<file path="src/rtl/lcd_responder.sv">
// lcd_responder: HD44780-compatible display-side responder with a 2x16 DDRAM mirror.
// Define LCD_RESPONDER_READ_EN to honour rw=1 transfers (busy/AC and DDRAM read-back).
module lcd_responder #(
  parameter int EXEC_CYCLES = 4,
  parameter int SYNC_STAGES = 2
) (
  input  logic       clk,
  input  logic       rst,
  input  logic       en,
  input  logic       rs,
  input  logic       rw,
  input  logic [7:0] db,
  input  logic [4:0] rd_addr,
  output logic [7:0] rd_char,
  output logic [6:0] ac,
  output logic       display_on,
  output logic       cursor_on,
  output logic       blink_on,
  output logic       two_line,
  output logic       incr,
  output logic       busy,
  output logic       cmd_valid,
  output logic [8:0] cmd_code,
  output logic       err,
  output logic [7:0] db_out,
  output logic       db_oe,
  output logic [1:0] dbg_state
);

  localparam int CW = (EXEC_CYCLES > 1) ? $clog2(EXEC_CYCLES) : 1;
  localparam logic [CW-1:0] EXEC_LOAD = CW'(EXEC_CYCLES - 1);

  typedef enum logic [1:0] {ST_SWEEP = 2'd0, ST_IDLE = 2'd1, ST_EXEC = 2'd2} state_e;

  // Bus sample layout: {en, rs, rw, db}
  logic [10:0]   sync_q [SYNC_STAGES];
  logic [10:0]   prev_q;
  logic          fall_q;
  logic [9:0]    xfer_q;

  state_e        state_q;
  logic [4:0]    sweep_cnt_q;
  logic [CW-1:0] exec_cnt_q;
  logic [6:0]    ac_q;
  logic          display_on_q, cursor_on_q, blink_on_q, two_line_q, incr_q;
  logic          cmd_valid_q, err_q;
  logic [8:0]    cmd_code_q;
  logic [7:0]    rd_char_q;
  logic [7:0]    mem [32];

  logic          x_rs, x_rw;
  logic [7:0]    x_db;
  logic [4:0]    ac_idx;
  logic          mem_we;
  logic [4:0]    mem_waddr;
  logic [7:0]    mem_wdata;

  assign x_rs   = xfer_q[9];
  assign x_rw   = xfer_q[8];
  assign x_db   = xfer_q[7:0];
  assign ac_idx = {ac_q[6], ac_q[3:0]};

  // AC only ever holds 0x00-0x0F or 0x40-0x4F, so line wrap is a bit-6 flip.
  function automatic logic [6:0] ac_step(input logic [6:0] a, input logic up);
    if (up) ac_step = (a[3:0] == 4'hF) ? {~a[6], 6'b0} : a + 7'd1;
    else    ac_step = (a[3:0] == 4'h0) ? {~a[6], 2'b00, 4'hF} : a - 7'd1;
  endfunction

  always_ff @(posedge clk) begin
    if (rst) begin
      for (int i = 0; i < SYNC_STAGES; i++) sync_q[i] <= '0;
      prev_q <= '0;
      fall_q <= 1'b0;
      xfer_q <= '0;
    end else begin
      sync_q[0] <= {en, rs, rw, db};
      for (int i = 1; i < SYNC_STAGES; i++) sync_q[i] <= sync_q[i-1];
      prev_q <= sync_q[SYNC_STAGES-1];
      fall_q <= prev_q[10] & ~sync_q[SYNC_STAGES-1][10];
      xfer_q <= prev_q[9:0];
    end
  end

  always_comb begin
    mem_we    = 1'b0;
    mem_waddr = sweep_cnt_q;
    mem_wdata = 8'h20;
    if (state_q == ST_SWEEP) begin
      mem_we = 1'b1;
    end else if (fall_q && state_q == ST_IDLE && x_rs && !x_rw) begin
      mem_we    = 1'b1;
      mem_waddr = ac_idx;
      mem_wdata = x_db;
    end
  end

  always_ff @(posedge clk) begin
    if (mem_we && !rst) mem[mem_waddr] <= mem_wdata;
  end

`ifdef LCD_RESPONDER_READ_EN
  logic       rise_q;
  logic [9:0] rise_bus_q;
  logic [7:0] db_out_q;
  logic       db_oe_q;

  always_ff @(posedge clk) begin
    if (rst) begin
      rise_q     <= 1'b0;
      rise_bus_q <= '0;
    end else begin
      rise_q     <= ~prev_q[10] & sync_q[SYNC_STAGES-1][10];
      rise_bus_q <= sync_q[SYNC_STAGES-1][9:0];
    end
  end

  assign db_out = db_out_q;
  assign db_oe  = db_oe_q;
`else
  assign db_out = 8'h00;
  assign db_oe  = 1'b0;
`endif

  always_ff @(posedge clk) begin
    if (rst) begin
      state_q      <= ST_SWEEP;
      sweep_cnt_q  <= '0;
      exec_cnt_q   <= '0;
      ac_q         <= '0;
      display_on_q <= 1'b0;
      cursor_on_q  <= 1'b0;
      blink_on_q   <= 1'b0;
      two_line_q   <= 1'b0;
      incr_q       <= 1'b1;
      cmd_valid_q  <= 1'b0;
      cmd_code_q   <= '0;
      err_q        <= 1'b0;
      rd_char_q    <= '0;
`ifdef LCD_RESPONDER_READ_EN
      db_out_q     <= '0;
      db_oe_q      <= 1'b0;
`endif
    end else begin
      cmd_valid_q <= 1'b0;
      err_q       <= 1'b0;
      if (state_q != ST_SWEEP) rd_char_q <= mem[rd_addr];

      case (state_q)
        ST_SWEEP: begin
          sweep_cnt_q <= sweep_cnt_q + 5'd1;
          if (sweep_cnt_q == 5'd31) begin
            state_q    <= ST_EXEC;
            exec_cnt_q <= EXEC_LOAD;
          end
        end
        ST_EXEC: begin
          if (exec_cnt_q == '0) state_q <= ST_IDLE;
          else                  exec_cnt_q <= exec_cnt_q - CW'(1);
        end
        default: ;
      endcase

`ifdef LCD_RESPONDER_READ_EN
      if (rise_q && rise_bus_q[8]) begin
        db_oe_q  <= 1'b1;
        db_out_q <= rise_bus_q[9] ? mem[ac_idx] : {busy, ac_q};
      end
      if (fall_q && x_rw) db_oe_q <= 1'b0;
`endif

      if (fall_q) begin
`ifdef LCD_RESPONDER_READ_EN
        if (x_rw && !x_rs) begin
          // Busy-flag polls never start an exec window, so polling cannot stretch busy.
          cmd_valid_q <= 1'b1;
          cmd_code_q  <= {x_rs, x_db};
        end else
`endif
        if (state_q != ST_IDLE || x_rw != 1'b0 && `ifdef LCD_RESPONDER_READ_EN 1'b0 `else 1'b1 `endif) begin
          err_q <= 1'b1;
        end else begin
          cmd_valid_q <= 1'b1;
          cmd_code_q  <= {x_rs, x_db};
          state_q     <= ST_EXEC;
          exec_cnt_q  <= EXEC_LOAD;
          if (x_rs) begin
            ac_q <= ac_step(ac_q, incr_q);
          end else if (x_rw) begin
            ac_q <= ac_q;
          end else if (x_db[7]) begin
            if (x_db[5:4] == 2'b00) begin
              ac_q <= x_db[6:0];
            end else begin
              err_q       <= 1'b1;
              cmd_valid_q <= 1'b0;
              state_q     <= ST_IDLE;
            end
          end else if (x_db[6]) begin
            ac_q <= ac_q;
          end else if (x_db[5]) begin
            two_line_q <= x_db[3];
            err_q      <= ~x_db[4];
          end else if (x_db[4]) begin
            if (!x_db[3]) ac_q <= ac_step(ac_q, x_db[2]);
          end else if (x_db[3]) begin
            display_on_q <= x_db[2];
            cursor_on_q  <= x_db[1];
            blink_on_q   <= x_db[0];
          end else if (x_db[2]) begin
            incr_q <= x_db[1];
          end else if (x_db[1]) begin
            ac_q <= '0;
          end else if (x_db[0]) begin
            ac_q        <= '0;
            incr_q      <= 1'b1;
            state_q     <= ST_SWEEP;
            sweep_cnt_q <= '0;
          end
        end
      end
    end
  end

  assign rd_char    = rd_char_q;
  assign ac         = ac_q;
  assign display_on = display_on_q;
  assign cursor_on  = cursor_on_q;
  assign blink_on   = blink_on_q;
  assign two_line   = two_line_q;
  assign incr       = incr_q;
  assign busy       = (state_q != ST_IDLE);
  assign cmd_valid  = cmd_valid_q;
  assign cmd_code   = cmd_code_q;
  assign err        = err_q;
  assign dbg_state  = state_q;

endmodule

</file>
<file path="config.mk">
export PLATFORM = sky130hd
export DESIGN_NAME = lcd_responder
export DESIGN_NICKNAME = d
export VERILOG_FILES = /design/src/rtl/lcd_responder.sv
export SDC_FILE = /design/constraint.sdc
export NUM_CORES = 1
export LEC_CHECK = 0
export ABC_CLOCK_PERIOD_IN_PS = 2970
export CORE_MARGIN = 3
export CORE_UTILIZATION = 47
export DETAILED_ROUTE_END_ITERATION = 12
export SLEW_MARGIN = 20
export SYNTH_ARGS = -nofsm -noshare
export SYNTH_HDL_FRONTEND = slang
export SYNTH_SLANG_ARGS = --single-unit
</file>
<file path="constraint.sdc">
create_clock -name clk -period 2.97 [get_ports clk]
set_input_delay 0.594 -clock clk [delete_from_list [all_inputs] [get_ports clk]]
set_output_delay 0.594 -clock clk [all_outputs]
set_load 0.02 [all_outputs]
</file>
==> metrics, run 1 <==
outcome complete, no violations; Top FF cell, synth edfxtp_1; Antenna Violating Nets Remaining 0; Critical Path End Type flop; register area 9370 sq um; via count 7500; ant diodes 0; EDFF count, synth 256; Overflow after GRT 0; Arrival @ worst endpoint 2.61 ns; final wirelength 29.5 mm; area of the multi-input gates 3940 sq um; first-pass GRT wire length 46.3 mm; GRT Total Usage 19.5%; clk_lat worst skew 0.51 ns; commonest cells after routing, fill and taps aside 256 x edfxtp_1, 84 x dfxtp_1, 58 x mux4_2; Max VDD drop 485 uV; layout overhead on the synthesized area 15.6%; DR vias/cell 5.67; nets@finish 946; startpoint types flop; Post-CTS Setup Bufs 0; critical path required time 3.09 ns; dpl ws 0.462 ns; clock-pin slew on the worst setup and hold paths 0.06 ns; Fmax 402 MHz; Warnings, synthesis 0; number of CTS-inserted buffers 36; placed instance area 14800 sq um; Final Wtd Congestion 0.835; Rel. slew slack 40.9%; LEAKAGE 5.62 nW; post_cts resized 0; share of cells above drive strength 1 19.8%; router iterations before antenna repair 5; Combinational Power Share 3.1%; Synth Register Bits 340; die width 177 um; CP cell instances and4bb_4 -> nand2_2 -> nor3_2 -> o21ai_2 -> nor2_1; Slew @ Worst Pin 0.883 ns; I/O pin count 61; number of fill cells 2261; post-route setup slack 0.484 ns; Crit Path Class reg2reg; root buffer cell clkbuf_16; Sum Neg Setup Slack 0 ns; switching portion of total power 19.9%; die height 177 um; CTS max path bufs 3; net switching power figure 0.00186 W; Cell variety after synth 77; final instance area 15800 sq um; Int Pwr 0.00748 W; max-cap violations 0; DR DRC count 0; Final setup viols 0; clock network fraction of design power 42.2%; routed len/inst 22.3 um; DP HPWL 19.9 mm; clock sink count 340; Post-Synthesis Cells 830; Initial Util 48.4%; min Tclk post-route 2.49 ns; Hold WC Path Type reg2reg; Clock Skews 0.0189 ns; Synth Area per Inst 16.5 sq um; Cell Area, Synth 13700 sq um; CTS tree yes; Pwr Density 591 nW/um^2; Max Slew Vio Count 0; H-tree Lvls 2; Critical-path top delay cell nor2_1; RSZ-0062 raised after global routing false; Largest stage delay, worst path 0.72 ns; sequential-to-total area share from yosys stat 68.6%; largest net degree at the start of global routing 65; crit share post-route 83.7%; commonest non-fill, non-tap cell in the layout edfxtp_1; die area 31200 sq um; Critical Path Fanout Max 17; core area 28200 sq um; vias in the first global route 7788; initial antenna violation count 0; 1st-iter DRT viols 586; sequential group share of total power 54.7%; Hold Vio Cnt, Final 0; PortBufs 51; hold buffer count at CTS 0; # rows 61; Async SR Flop Fraction 0%
final cells by class:
| class | count | share of cell area (%) |
|---|---|---|
| sequential | 340 | 59.3 |
| multi-input combinational | 432 | 24.9 |
| timing repair buffer | 105 | 6.12 |
| clock buffer | 45 | 6.05 |
| tap | 378 | 2.99 |
| clock inverter | 14 | 0.412 |
| inverter | 8 | 0.190 |
power groups by stage:
stage          Combinational (W)  Sequential [W]  Clock [W]
6_report                0.000287         0.00511    0.00394
5_1_grt                 0.000310         0.00511    0.00422
3_5_place_dp            0.000291         0.00521          0
4_1_cts                 0.000291         0.00511    0.00403
2_1_floorplan           0.000216         0.00520          0
3_3_place_gp            0.000285         0.00521          0
metrics by stage:
stage	util, %	std cells	hold slack [ns]	power, W
3_3_place_gp	52.3	1263	0.420	0.00549
4_1_cts	55.9	1322	0.440	0.00944
5_1_grt	55.9	1322	0.449	0.00964
3_5_place_dp	52.3	1263	0.424	0.00550
6_report	55.9	1322	0.433	0.00934
2_1_floorplan	-	838	0.388	0.00542
per-layer routing:
layer,GRT usage [%],part of all wire [%]
met1,27.1,44
met2,32.7,49
met3,2.97,4.6
met4,4.75,2.0
met5,0,0
cells in the mapped netlist (4+ instances only):
cell	count	area (sq um)
edfxtp_1	256	7690
dfxtp_1	84	1680
mux4_2	58	1310
nor2_1	54	203
nor2b_1	46	288
nand2_1	45	169
mux2i_1	29	290
a21oi_1	25	125
buf_2	17	85.1
buf_4	15	113
clkbuf_1	15	56.3
o21ai_0	13	65.1
nor3_1	12	60.1
a221oi_1	10	87.6
a31oi_1	9	56.3
o22a_1	9	78.8
and3_1	8	50.1
buf_6	8	90.1
inv_1	8	30.0
o2111ai_1	8	70.1
mux4_1	6	158
nand2b_1	6	37.5
a211oi_1	5	37.5
ha_1	5	62.6
nand3_1	5	25.0
nor2_2	4	25.0
xnor2_1	4	35.0
cell families after synthesis:
| logic type | share of synthesized area (%) |
|---|---|
| mux | 12.8 |
| fa+ha+maj | 0.458 |
| other cells | 0.0274 |
| simple gates | 8.68 |
| flops | 68.6 |
| buf+inv | 2.90 |
| xor+xnor | 0.449 |
| compound gates | 6.10 |
flip-flops by register name, summed over array words and instances (netlist names):
name,count
cmd_valid,1
xfer_q,10
err,1
dbg_state,2
prev_q,11
cursor_on,1
sync_q,22
rd_char,8
incr,1
exec_cnt_q,2
mem,256
fall_q,1
display_on,1
cmd_code,9
two_line,1
sweep_cnt_q,5
blink_on,1
ac,7
worst paths after layout:
check / startpoint / end / slack [ns] / cells past startpoint
worst min-delay path: sync_q[0][0]$_SDFF_PP0_ / sync_q[0][11]$_SDFF_PP0_ / 0.43 / 1
worst min register to register: sync_q[0][0]$_SDFF_PP0_ / sync_q[0][11]$_SDFF_PP0_ / 0.43 / 1
worst max register to register: fall_q$_SDFF_PP0_ / mem[24][2]$_DFFE_PP_ / 0.48 / 5
worst max-delay path: fall_q$_SDFF_PP0_ / mem[24][2]$_DFFE_PP_ / 0.48 / 5
worst max-delay path: cells and delay by family, from the launching register on:
kind,cells,cell delay [ns]
AND/OR/NAND/NOR,4,1.54
flip-flops,1,0.39
AO/OA/AOI/OAI,1,0.16
Power figures use the tool's default switching activity.
==> run 2, diff against run 1 <==
--- a/config.mk
+++ b/config.mk
@@ -5,7 +5,7 @@
 export SDC_FILE = /design/constraint.sdc
 export NUM_CORES = 1
 export LEC_CHECK = 0
-export ABC_CLOCK_PERIOD_IN_PS = 2970
+export ABC_CLOCK_PERIOD_IN_PS = 2500
 export CORE_MARGIN = 3
 export CORE_UTILIZATION = 47
 export DETAILED_ROUTE_END_ITERATION = 12
==> constraint.sdc (replaced) <==
create_clock -name clk -period 2.5 [get_ports clk]
set_input_delay 0.5 -clock clk [delete_from_list [all_inputs] [get_ports clk]]
set_output_delay 0.5 -clock clk [all_outputs]
set_load 0.02 [all_outputs]
==> run 2 against run 1 <==
Net effect: register-to-register slack got worse by 0.32 ns; clock power rose by 37%; worst hold slack improved by 0.0020 ns; sequential cell count did not move; global-route usage rose by 0.10 points; first-iteration DRC count rose by 27%; clock skew fell by 0.0063 ns; final area rose by 1.7%; count of clock-buffer cells in the layout fell by 3; non-clock buffer count rose by 11; critical path depth fell by 4; highest routed layer unchanged.
==> metrics, run 2 (synthesis gave the netlist of run 1 again) <==
max FFs per register 256 (unchanged); CTS tree yes; vias in the first global route 7818 (+0.39%); DR vias/cell 5.64 (-0.65%); startpoint types flop; commonest non-fill, non-tap cell in the layout edfxtp_1; CP delay by family, top buffers and inverters; Final setup viols 0 (unchanged); first-pass GRT wire length 46.7 mm (+0.73%); biggest regs mem: 256 flops, sync_q: 22 flops, prev_q: 11 flops; Pwr Density 735 nW/um^2 (+24%); critical path required time 2.00 ns (-1.09 ns); H-tree Lvls 2 (unchanged); Hold WC Path Type reg2reg; 1st-iter DRT viols 744 (+27%); Clock Skews 0.0127 ns (-0.00628 ns); CTS max path bufs 3 (unchanged); Arrival @ worst endpoint 1.85 ns (-0.76 ns); I/O pin count 61 (unchanged); Critical Path Fanout Max 12 (-5); WP buf/inv 1 (+1); Crit Path Class reg2out; die area 31200 sq um (unchanged); RSZ-0062 raised after global routing false; crit share post-route 94.0%; core area 28200 sq um (unchanged); Max VDD drop 552 uV (+14%); # rows 61 (unchanged); die height 177 um (unchanged); dpl ws 0.0498 ns (-0.413 ns); Slew @ Worst Pin 0.881 ns (-0.00211 ns); router iterations before antenna repair 5 (unchanged); layout overhead on the synthesized area 17.6%; number of CTS-inserted buffers 36 (unchanged); max-cap violations 0 (unchanged); largest net degree at the start of global routing 65 (unchanged); share of cells above drive strength 1 22.0% (+2.1 points); final wirelength 30.1 mm (+1.9%); ant diodes 0 (unchanged); PortBufs 51 (unchanged); outcome complete, no violations; GRT Total Usage 19.6% (+0.10 points); Antenna Violating Nets Remaining 0 (unchanged); hold buffer count at CTS 0 (unchanged); post-route setup slack 0.151 ns (-0.334 ns); DR DRC count 0 (unchanged); CP cell instances clkdlybuf4s50_1; DP HPWL 19.9 mm (+0.22%); Critical-path top delay cell clkdlybuf4s50_1; Fmax 426 MHz; root buffer cell clkbuf_16; clock-pin slew on the worst setup and hold paths 0.06 ns (about the same); Initial Util 48.4% (unchanged); clock sink count 340 (unchanged); via count 7547 (+0.63%); initial antenna violation count 0 (unchanged); nets@finish 957 (+1.2%); routed len/inst 22.5 um (+0.57%); commonest cells after routing, fill and taps aside 256 x edfxtp_1, 83 x dfxtp_1, 63 x buf_4; Hold Vio Cnt, Final 0 (unchanged); Biggest register mem; Final Wtd Congestion 0.823 (-1.5%); Overflow after GRT 0 (unchanged); Rel. slew slack 41.0% (+0.14 points); Largest stage delay, worst path 0.73 ns (about the same); Critical Path End Type output pin; die width 177 um (unchanged); Sum Neg Setup Slack 0 ns (unchanged); min Tclk post-route 2.35 ns; LEAKAGE 5.76 nW (+2.4%); Max Slew Vio Count 0 (unchanged); clk_lat worst skew 0.51 ns (about the same)
==> run 2: worst paths after layout <==
kind / from / end / cells after the start / slack (ns)
worst max-delay path: ac[2]$_SDFFE_PP0P_ / ac[2] / 1 / 0.15
worst min-delay path: sync_q[0][10]$_SDFF_PP0_ / sync_q[0][21]$_SDFF_PP0_ / 1 / 0.44
worst max register to register: xfer_q[8]$_SDFF_PP0_ / mem[20][6]$_DFFE_PP_ / 5 / 0.16
worst min register to register: sync_q[0][10]$_SDFF_PP0_ / sync_q[0][21]$_SDFF_PP0_ / 1 / 0.44
==> run 2: repair_timing <==
item	in CTS	in global routing
setup endpoints to repair	0	1
buffers inserted	0	0
resized for setup	0	1
==> run 2: layout make-up <==
| type | count | area [sq um] |
|---|---|---|
| Tap cell | 378 | 473 |
| Fill cell | 2220 | 12200 |
| Sequential cell | 340 | 9370 |
| Clock buffer | 42 | 996 |
| Multi-Input combinational cell | 432 | 3940 |
| Clock inverter | 23 | 238 |
| Timing Repair Buffer | 116 | 1020 |
| Inverter | 8 | 30.0 |
==> run 2: routing by layer <==
metal	global-route usage (%)	vias to the layer above	part of all wire (%)
met1	28.1	3838	45
met5	0	-	0
met2	32.1	253	48
met4	4.03	0	1.5
li1	-	3416	-
met3	3.29	40	5.5
==> run 2: where the power goes <==
part           switching [W]  internal, W  total, W
logic               0.000187     0.000153  0.000340
clock network        0.00211      0.00328   0.00539
registers          0.0000273      0.00604   0.00607
total                0.00233      0.00947    0.0118
==> run 2: stage by stage <==
stage | power (W) | hold slack (ns) | util (%) | area (sq um) | std cells
after floorplan | 0.00643 | 0.388 | - | 13700 | 838
after global placement | 0.00653 | 0.416 | 52.5 | 14800 | 1274
after detailed placement | 0.00654 | 0.424 | 52.5 | 14800 | 1274
after CTS | 0.0119 | 0.437 | 56.9 | 16100 | 1339
after global routing | 0.0122 | 0.452 | 56.9 | 16100 | 1339
final | 0.0118 | 0.435 | 56.9 | 16100 | 1339
==> run 2: worst register-to-register path, delay by kind of cell, from the launching register on <==
family,cells,cell delay (ns)
AO/OA/AOI/OAI,1,0.19
flip-flops,1,0.31
AND/OR/NAND/NOR,4,1.47
==> run 3, diff against run 2 <==
--- a/config.mk
+++ b/config.mk
@@ -6,9 +6,10 @@
 export NUM_CORES = 1
 export LEC_CHECK = 0
 export ABC_CLOCK_PERIOD_IN_PS = 2500
-export CORE_MARGIN = 3
+export CORE_MARGIN = 10
 export CORE_UTILIZATION = 47
 export DETAILED_ROUTE_END_ITERATION = 12
+export SKIP_LAST_GASP = 1
 export SLEW_MARGIN = 20
 export SYNTH_ARGS = -nofsm -noshare
 export SYNTH_HDL_FRONTEND = slang
==> run 3 against run 2 <==
Net effect: power is 2.4% lower; highest routed layer unchanged; global-route usage is 3.1 points lower; fmax is 2.2% lower; combinational power hardly changed; final cell count is 0.15% higher; register-to-register slack worse by 0.06 ns.
==> metrics, run 3 (synthesis gave the netlist of run 1 again) <==
clk_lat worst skew 0.51 ns (about the same); first-pass GRT wire length 46.4 mm (-0.65%); initial antenna violation count 0 (unchanged); Int Pwr 0.00924 W (-2.4%); outcome complete, no violations; CTS max path bufs 3 (unchanged); Hold Slack 0.433 ns (-0.00278 ns); Max Slew Vio Count 0 (unchanged); clock-pin slew on the worst setup and hold paths 0.06 ns (about the same); GRT Total Usage 16.5% (-3.1 points); core area 28700 sq um (+1.6%); post-route setup slack 0.0984 ns (-0.0521 ns); Fmax 416 MHz (-2.2%); net switching power figure 0.00227 W (-2.3%); commonest cells after routing, fill and taps aside 256 x edfxtp_1, 84 x dfxtp_1, 60 x buf_4; nets@finish 953 (-0.42%); Biggest register mem; min Tclk post-route 2.40 ns (+0.0521 ns); DR DRC count 0 (unchanged); Final Wtd Congestion 0.860 (+4.5%); Critical Path Fanout Max 12 (unchanged); # rows 62 (+1.6%); share of cells above drive strength 1 21.2% (-0.74 points); crit share post-route 96.1% (+2.1 points); sequential group share of total power 52.7% (+1.3 points); layout overhead on the synthesized area 16.8%; LEAKAGE 5.70 nW (-1.1%); max FFs per register 256 (unchanged); Final setup viols 0 (unchanged); final instance area 16000 sq um (-0.67%); Sum Neg Setup Slack 0 ns (unchanged); RSZ-0062 raised after global routing false; die area 36300 sq um (+16%); max-cap violations 0 (unchanged); Initial Util 47.6% (-0.78 points); ant diodes 0 (unchanged); CTS tree yes; biggest regs mem: 256 flops, sync_q: 22 flops, prev_q: 11 flops; 1st-iter DRT viols 602 (-19%); die width 191 um (+7.9%); clock network fraction of design power 44.3% (-1.4 points); hold buffer count at CTS 0 (unchanged); Crit Path Class reg2reg; clock sink count 340 (unchanged); dpl ws 0.0689 ns (+0.0190 ns); Pwr Density 722 nW/um^2 (-1.8%); critical path required time 2.63 ns (+0.63 ns); DR vias/cell 5.61 (-0.45%); Max VDD drop 407 uV (-26%); final wirelength 29.7 mm (-1.4%); H-tree Lvls 2 (unchanged); placed instance area 14800 sq um (-0.10%); vias in the first global route 7817 (-0.013%); Critical Path End Type flop; Hold Vio Cnt, Final 0 (unchanged); Slew @ Worst Pin 0.927 ns (+0.0456 ns); routed len/inst 22.1 um (-1.6%); Overflow after GRT 0 (unchanged); number of CTS-inserted buffers 35 (-2.8%); Antenna Violating Nets Remaining 0 (unchanged); post_cts resized 0 (unchanged); Rel. slew slack 38.0% (-3.0 points); largest net degree at the start of global routing 65 (unchanged); DP HPWL 20.1 mm (+0.95%); PortBufs 51 (unchanged); switching portion of total power 19.7% (about the same); Post-CTS Setup Bufs 0 (unchanged); Arrival @ worst endpoint 2.53 ns (+0.68 ns); Combinational Power Share 3.0% (about the same); commonest non-fill, non-tap cell in the layout edfxtp_1; die height 191 um (+7.9%); router iterations before antenna repair 6 (+1); root buffer cell clkbuf_16; via count 7524 (-0.30%); startpoint types flop; I/O pin count 61 (unchanged); Clock Skews 0.00906 ns (-0.00361 ns); Hold WC Path Type reg2reg
run 3: changes by cell type in the layout (fill, tap and decap cells not counted), moves of 2 or more:
cell       previous run  this run
clkbuf_1              1         8
inv_6                 0         4
buf_4                63        60
clkbuf_16            38        35
clkinv_1              9         6
clkbuf_8              3         1
clkinv_8              2         0
run 3: worst paths after layout:
path / startpoint / end / slack [ns] / depth (start not counted)
setup reg to reg: xfer_q[8]$_SDFF_PP0_ / mem[4][5]$_DFFE_PP_ / 0.1 / 5
hold / removal: sync_q[0][21]$_SDFF_PP0_ / fall_q$_SDFF_PP0_ / 0.43 / 1
setup / recovery: xfer_q[8]$_SDFF_PP0_ / mem[4][5]$_DFFE_PP_ / 0.1 / 5
hold reg to reg: sync_q[0][21]$_SDFF_PP0_ / fall_q$_SDFF_PP0_ / 0.43 / 1
run 3: per-layer routing:
metal,share of wire (%),GRT usage [%]
met1,44,22.2
met3,6.5,3.51
met2,48,26.8
met4,1.9,4.21
met5,0,0
run 3: power groups by stage:
stage               clock network, W  logic, W  registers, W
floorplan                          0  0.000257       0.00618
global placement                   0  0.000341       0.00619
detailed placement                 0  0.000347       0.00619
CTS                          0.00522  0.000348       0.00607
global route                 0.00546  0.000369       0.00607
finish                       0.00510  0.000342       0.00607
run 3: layout make-up:
type | count | area [sq um]
inverters | 8 | 30.0
clock buffers | 44 | 920
repair buffers | 113 | 1000
well taps | 384 | 480
multi-input cells | 432 | 3940
fillers | 2248 | 12700
flip-flops and latches | 340 | 9370
clock inverters | 20 | 216
run 3: critical path, stage by stage, from the launching register on:
cell and delay [ns]:
dfxtp_1 0.33, and4bb_4 0.24, and2_4 0.21, nor4b_1 0.32, a31oi_1 0.16, nor2_1 0.75
run 3: metrics by stage:
stage	utilization [%]	instances	total power, W
6_report	55.6	1341	0.0115
5_1_grt	55.6	1341	0.0119
4_1_cts	55.6	1341	0.0116
3_5_place_dp	51.6	1277	0.00654
3_3_place_gp	51.6	1277	0.00653
2_1_floorplan	-	838	0.00643
